===== src/rtl/keypad_duty_ctrl.sv =====
// Debounces a single-key keypad pattern and maps each press onto an 8-bit PWM duty value.
// Digits set duty directly; '#'/'*' step it up/down with saturation.
module keypad_duty_ctrl #(
    parameter logic [15:0] DEBOUNCE = 16'd1000,
    parameter logic [7:0]  STEP     = 8'd16
) (
    input  logic        clock,
    input  logic        reset,
    input  logic [11:0] keys,
    output logic        key_valid,
    output logic [3:0]  key_code,
    output logic        held,
    output logic [7:0]  duty
);

    typedef enum logic [1:0] {
        S_IDLE,
        S_DEBOUNCE,
        S_PRESSED,
        S_RELEASE
    } state_t;

    state_t      state, state_n;
    logic [15:0] cnt, cnt_n;
    logic [11:0] cap, cap_n;
    logic        fire;
    logic        one_hot;
    logic [3:0]  idx_n;
    logic [7:0]  duty_n;
    logic [8:0]  sum9;
    logic [8:0]  diff9;
    logic [7:0]  digit_duty;

    assign one_hot = (keys != '0) && ((keys & (keys - 12'd1)) == '0);

    always_comb begin
        state_n = state;
        cnt_n   = cnt;
        cap_n   = cap;
        fire    = 1'b0;
        case (state)
            S_IDLE: begin
                if (one_hot) begin
                    cap_n = keys;
                    if (DEBOUNCE == 16'd1) begin
                        state_n = S_PRESSED;
                        cnt_n   = '0;
                        fire    = 1'b1;
                    end else begin
                        state_n = S_DEBOUNCE;
                        cnt_n   = 16'd1;
                    end
                end
            end
            S_DEBOUNCE: begin
                if (keys != cap) begin
                    state_n = S_IDLE;
                    cnt_n   = '0;
                end else begin
                    cnt_n = cnt + 16'd1;
                    if (cnt_n == DEBOUNCE) begin
                        state_n = S_PRESSED;
                        cnt_n   = '0;
                        fire    = 1'b1;
                    end
                end
            end
            S_PRESSED: begin
                if (keys == '0) begin
                    if (DEBOUNCE == 16'd1) begin
                        state_n = S_IDLE;
                        cnt_n   = '0;
                    end else begin
                        state_n = S_RELEASE;
                        cnt_n   = 16'd1;
                    end
                end
            end
            S_RELEASE: begin
                if (keys != '0) begin
                    state_n = S_PRESSED;
                    cnt_n   = '0;
                end else begin
                    cnt_n = cnt + 16'd1;
                    if (cnt_n == DEBOUNCE) begin
                        state_n = S_IDLE;
                        cnt_n   = '0;
                    end
                end
            end
            default: begin
                state_n = S_IDLE;
                cnt_n   = '0;
            end
        endcase
    end

    // Index is taken from cap_n so a DEBOUNCE==1 press out of IDLE reports the new key.
    always_comb begin
        idx_n = '0;
        for (int unsigned i = 0; i < 12; i++) begin
            if (cap_n[i]) idx_n = 4'(i);
        end
    end

    assign sum9       = {1'b0, duty} + {1'b0, STEP};
    assign diff9      = {1'b0, duty} - {1'b0, STEP};
    assign digit_duty = {4'b0, idx_n} * 8'd28;

    always_comb begin
        duty_n = duty;
        if (fire) begin
            if (idx_n <= 4'd9)       duty_n = digit_duty;
            else if (idx_n == 4'd10) duty_n = diff9[8] ? 8'd0 : diff9[7:0];
            else                     duty_n = sum9[8] ? 8'd255 : sum9[7:0];
        end
    end

    always_ff @(posedge clock or negedge reset) begin
        if (!reset) begin
            state     <= S_IDLE;
            cnt       <= '0;
            cap       <= '0;
            key_valid <= 1'b0;
            key_code  <= '0;
            held      <= 1'b0;
            duty      <= '0;
        end else begin
            state     <= state_n;
            cnt       <= cnt_n;
            cap       <= cap_n;
            key_valid <= fire;
            if (fire) key_code <= idx_n;
            held      <= (state_n == S_PRESSED) || (state_n == S_RELEASE);
            duty      <= duty_n;
        end
    end

endmodule


===== config.mk =====
export PLATFORM = sky130hd
export DESIGN_NAME = keypad_duty_ctrl
export DESIGN_NICKNAME = d
export VERILOG_FILES = /design/src/rtl/keypad_duty_ctrl.sv
export SDC_FILE = /design/constraint.sdc
export NUM_CORES = 1
export LEC_CHECK = 0
export BUFFER_PORTS_ARGS = -buffer_cell sky130_fd_sc_hd__buf_2
export CORE_MARGIN = 10
export CORE_UTILIZATION = 54
export DETAILED_ROUTE_END_ITERATION = 8
export GPL_TIMING_DRIVEN = 0
export HOLD_SLACK_MARGIN = 0.08
export PLACE_DENSITY = 0.81
export SETUP_SLACK_MARGIN = 0.5
export SLEW_MARGIN = 5
export SYNTH_ARGS = -nofsm -noshare
export SYNTH_HDL_FRONTEND = slang
export SYNTH_SLANG_ARGS = --single-unit

===== constraint.sdc =====
create_clock -name clock -period 3.25 [get_ports clock]
set_input_delay 0.1625 -clock clock [delete_from_list [all_inputs] [get_ports clock]]
set_output_delay 0.1625 -clock clock [all_outputs]
set_load 0.05 [all_outputs]

==> impl_metrics.py <==
metrics = {
    "detailed_routing": {
        "drt-vias-per-instance": 6.14,
        "route.detailed.drc": 0,
        "initialDrtViolationCount": 305,
        "detailroute.via_count": 3102,
        "postRouteAntennaNets": 0,
        "routedWlPerCell_um": 18.3,
        "firstDrtPassIters": 5,
        "route.final.wire_length_mm": 9.23,
    },
    "timing": {
        "min_period_over_period": 1.11,
        "postLayoutSetupSlackWorst_ns": -0.358,
        "post-route-min-period_ns": 3.61,
        "max_freq_mhz": 277,
        "rsz_0062_raised_after_global_routing": "true",
        "drv_slew": 0,
        "setup_violations": 7,
        "setup-tns-final_ns": -1.93,
        "max-slew-margin-rel": 0.352,
        "tightest_pin_transition_ns": 0.972,
        "final_worst_clock_skew_ns": 0.0120,
        "finalHoldViolations": 0,
    },
    "synth": {
        "yosys-top-cells-area": "sky130_fd_sc_hd__dfrtp_1 33%, sky130_fd_sc_hd__nand2_1 4.3%, sky130_fd_sc_hd__o21ai_0 4.2%, sky130_fd_sc_hd__xor2_1 4.1%, sky130_fd_sc_hd__ha_1 3.9%",
        "total_nets_after_synthesis": 400,
        "synth_cell_type_count": 64,
        "synth_top_area_cell": "sky130_fd_sc_hd__dfrtp_1",
        "synthesis.yosys.warnings": 0,
        "synth.avg_cell_area_um2": 8.62,
        "synthesis.area_um2": 3220,
        "dominantRegCellSynth": "sky130_fd_sc_hd__dfrtp_1",
        "syn-instance-count": 373,
        "synth-seq-area-share": 0.335,
        "synth_edf_count": 0,
        "synthesis_stage_register_bit_count": 43,
        "postSynth.asyncResetShare": 1.00,
        "yosysTopAreaCellShare": 0.335,
    },
    "global_route": {
        "busiest_layer": "met2",
        "grt_overflow_total": 0,
        "globalRouteMet2Util": 0.283,
        "grt_antenna_before_repair": 0,
        "grt_pass1_vias": 2942,
        "groute.usage.overall": 0.169,
        "grt_start_max_net_pins": 44,
        "grt_util_met3": 0.0363,
        "grt_first_pass_wirelength_mm": 13.7,
        "global_route.usage.met1": 0.202,
    },
    "floorplan": {
        "initial_cell_density_of_the_core": 0.550,
        "top_level_ports": 28,
        "die_y_um": 97.2,
        "core_um2": 5850,
        "dieArea_um2": 9440,
        "placement_rows": 28,
        "die_width_um": 97.2,
    },
    "worst_setup_path": {
        "worst_setup_path_end_kind": "flop",
        "startpoint_type": "input pin",
        "timing.critical_path.arrival_ns": 3.79,
        "worstPathMaxFanout": 10,
        "cp_data_required_time_ns": 3.43,
        "timing.setup.critical_path_class": "input pin to flop",
    },
    "pwr": {
        "power.ir.vdd_worst_v": 0.000319,
        "leakage_nw": 1.84,
        "power-per-cell-area_nw_per_um2": 330,
    },
    "finish": {
        "synthToLayoutAreaGrowth_pct": 26.5,
        "drive_gt1_frac": 0.314,
        "antenna_cells_inserted": 0,
        "final_core_util": 0.695,
        "num-nets-final": 456,
        "number_of_fillers_in_the_final_layout": 410,
    },
    "run": {
        "drv.max_cap_violation_count": 0,
    },
    "placement": {
        "place_congestion": 0.905,
        "io_buffer_count": 16,
        "pre_cts_slack_ns": -0.942,
        "place.detailed.hpwl_mm": 5.35,
    },
    "outcome": {
        "result_of_the_run": "complete, but fails checks",
        "failed_checks": "negative setup slack",
    },
    "clock_tree": {
        "cts_buffers": 5,
        "cts.clk_slew.worst_paths_ns": 0.08,
        "cts_tree": "done",
        "cts.root.buffer_cell": "sky130_fd_sc_hd__clkbuf_8",
        "worstSkewPairLatency_ns": 0.30,
        "cts_max_path_buffers": 2,
        "clock_tree.htree_level_count": 2,
        "tritoncts_num_sinks": 43,
    },
    "worst_hold_path": {
        "min_path_type": "input pin to flop",
    },
}
==> worst max-delay path, stage by stage <==
cell and delay, ns:
sky130_fd_sc_hd__clkbuf_2 0.29, sky130_fd_sc_hd__nor2_1 0.11, sky130_fd_sc_hd__and4_1 0.24, sky130_fd_sc_hd__o41ai_2 0.30, sky130_fd_sc_hd__buf_4 0.18, sky130_fd_sc_hd__a2111oi_4 0.04
sky130_fd_sc_hd__buf_4 0.18, sky130_fd_sc_hd__nor4b_4 0.26, sky130_fd_sc_hd__a21oi_4 0.06, sky130_fd_sc_hd__a311o_1 0.40, sky130_fd_sc_hd__inv_2 0.12, sky130_fd_sc_hd__fa_1 0.47
sky130_fd_sc_hd__buf_4 0.17, sky130_fd_sc_hd__fa_2 0.53, sky130_fd_sc_hd__nor3_2 0.04, sky130_fd_sc_hd__a21oi_1 0.14, sky130_fd_sc_hd__o21ai_1 0.09
==> sequential cells by signal, summed over array words and instances, names as in the netlist <==
name and count:
key_valid 1, key_code 4, duty 7, state 2, held 1, cap 12, cnt 16
==> cell type report <==
cell class	instances	area, um2	share of cell area
flip-flops and latches	43	1080	0.265
clock inverters	2	12.5	0.00308
multi-input cells	282	2210	0.544
clock buffers	6	72.6	0.0178
repair buffers	49	338	0.0831
plain buffers	28	188	0.0461
inverters	20	75.1	0.0185
well taps	75	93.8	0.0231
==> per-stage QoR <==
| step | cells | total power (W) | instance area, um2 | hold WS, ns |
|---|---|---|---|---|
| after floorplan | 373 | 0.000800 | 3250 | -0.133 |
| after global placement | 464 | 0.000858 | 3430 | 0.365 |
| after detailed placement | 464 | 0.000869 | 3430 | 0.385 |
| after CTS | 495 | 0.00128 | 3850 | 0.136 |
| after global routing | 505 | 0.00141 | 4070 | 0.214 |
| final | 505 | 0.00134 | 4070 | 0.218 |
==> logic make-up (layout without fill, tap and decap cells) <==
| group | after synthesis | count (layout) | synth area share |
|---|---|---|---|
| buffers and inverters | 48 | 105 | 0.0626 |
| flip-flops | 43 | 43 | 0.335 |
| adder cells (fa/ha/maj) | 14 | 14 | 0.0607 |
| multiplexers | 15 | 15 | 0.0510 |
| XOR/XNOR | 23 | 23 | 0.0626 |
| AND/OR/NAND/NOR | 144 | 144 | 0.240 |
| AO/OA/AOI/OAI | 86 | 86 | 0.188 |
==> cell usage after synthesis (3+ instances only) <==
cell type                  count
sky130_fd_sc_hd__o31ai_1       9
sky130_fd_sc_hd__a21o_1        6
sky130_fd_sc_hd__a31oi_1       4
sky130_fd_sc_hd__nor4_1        4
sky130_fd_sc_hd__nand3_1      13
sky130_fd_sc_hd__clkbuf_1     17
sky130_fd_sc_hd__nor2b_1       4
sky130_fd_sc_hd__or3_1         3
sky130_fd_sc_hd__and4_1        5
sky130_fd_sc_hd__mux2_2       11
sky130_fd_sc_hd__nor3_1       12
sky130_fd_sc_hd__o21ai_0      27
sky130_fd_sc_hd__dfrtp_1      43
sky130_fd_sc_hd__xor2_1       15
sky130_fd_sc_hd__nand2_1      37
sky130_fd_sc_hd__and3_1        6
sky130_fd_sc_hd__nand2b_1      7
sky130_fd_sc_hd__ha_1         10
sky130_fd_sc_hd__a21oi_1      13
sky130_fd_sc_hd__buf_1         3
sky130_fd_sc_hd__buf_2         5
sky130_fd_sc_hd__mux2i_1       4
sky130_fd_sc_hd__nor4b_1       4
sky130_fd_sc_hd__nor2_1       32
sky130_fd_sc_hd__xnor2_1       8
sky130_fd_sc_hd__fa_1          3
sky130_fd_sc_hd__inv_1        20
==> where the power goes <==
part / leakage [nW] / internal, W / switching [W] / total [W]
Combinational: 1.21 / 0.000184 / 0.000230 / 0.000414
Sequential: 0.587 / 0.000556 / 0.0000248 / 0.000580
Clock: 0.0412 / 0.000151 / 0.000197 / 0.000348
Total: 1.84 / 0.000891 / 0.000452 / 0.00134
==> timing repair <==
item                                    in CTS  in global routing
endpoints found under the hold margin       43                  0
gates resized for setup                     38                 40
hold buffers                                 1                  0
endpoints found under the setup margin      24                 23
cloned                                       0                  0
pin swaps                                   21                 25
setup buffers                               22                 10
==> placed cells by master, fill, tap and decap left out, types with 10 or more instances in the layout <==
cell	netlist	layout
sky130_fd_sc_hd__nand2_1	37	37
sky130_fd_sc_hd__nor2_1	32	31
sky130_fd_sc_hd__a21oi_1	13	10
sky130_fd_sc_hd__nand3_1	13	10
sky130_fd_sc_hd__mux2_2	11	10
sky130_fd_sc_hd__xor2_1	15	15
sky130_fd_sc_hd__buf_4	2	32
sky130_fd_sc_hd__buf_2	5	18
sky130_fd_sc_hd__inv_1	20	16
sky130_fd_sc_hd__o21ai_0	27	25
sky130_fd_sc_hd__dfrtp_1	43	43
==> final timing paths <==
path | end | depth (start not counted) | startpoint | slack, ns
worst max-delay path | duty[5] | 17 | keys[9] | -0.36
worst min-delay path | cap[4] | 2 | keys[4] | 0.22
worst max register to register | duty[5] | 13 | state[0] | -0.18
worst min register to register | key_code[2] | 2 | key_code[2] | 0.49
max in group asynchronous | cap[0] | 2 | reset | 2.08
min in group asynchronous | cap[5] | 2 | reset | 0.54
==> layer usage <==
| layer | vias to the layer above | share of wire |
|---|---|---|
| li1 | 1430 | - |
| met1 | 1498 | 0.42 |
| met2 | 141 | 0.48 |
| met3 | 33 | 0.063 |
| met4 | 0 | 0.031 |
| met5 | - | 0 |
No activity file was read; power rests on OpenSTA's default activity.
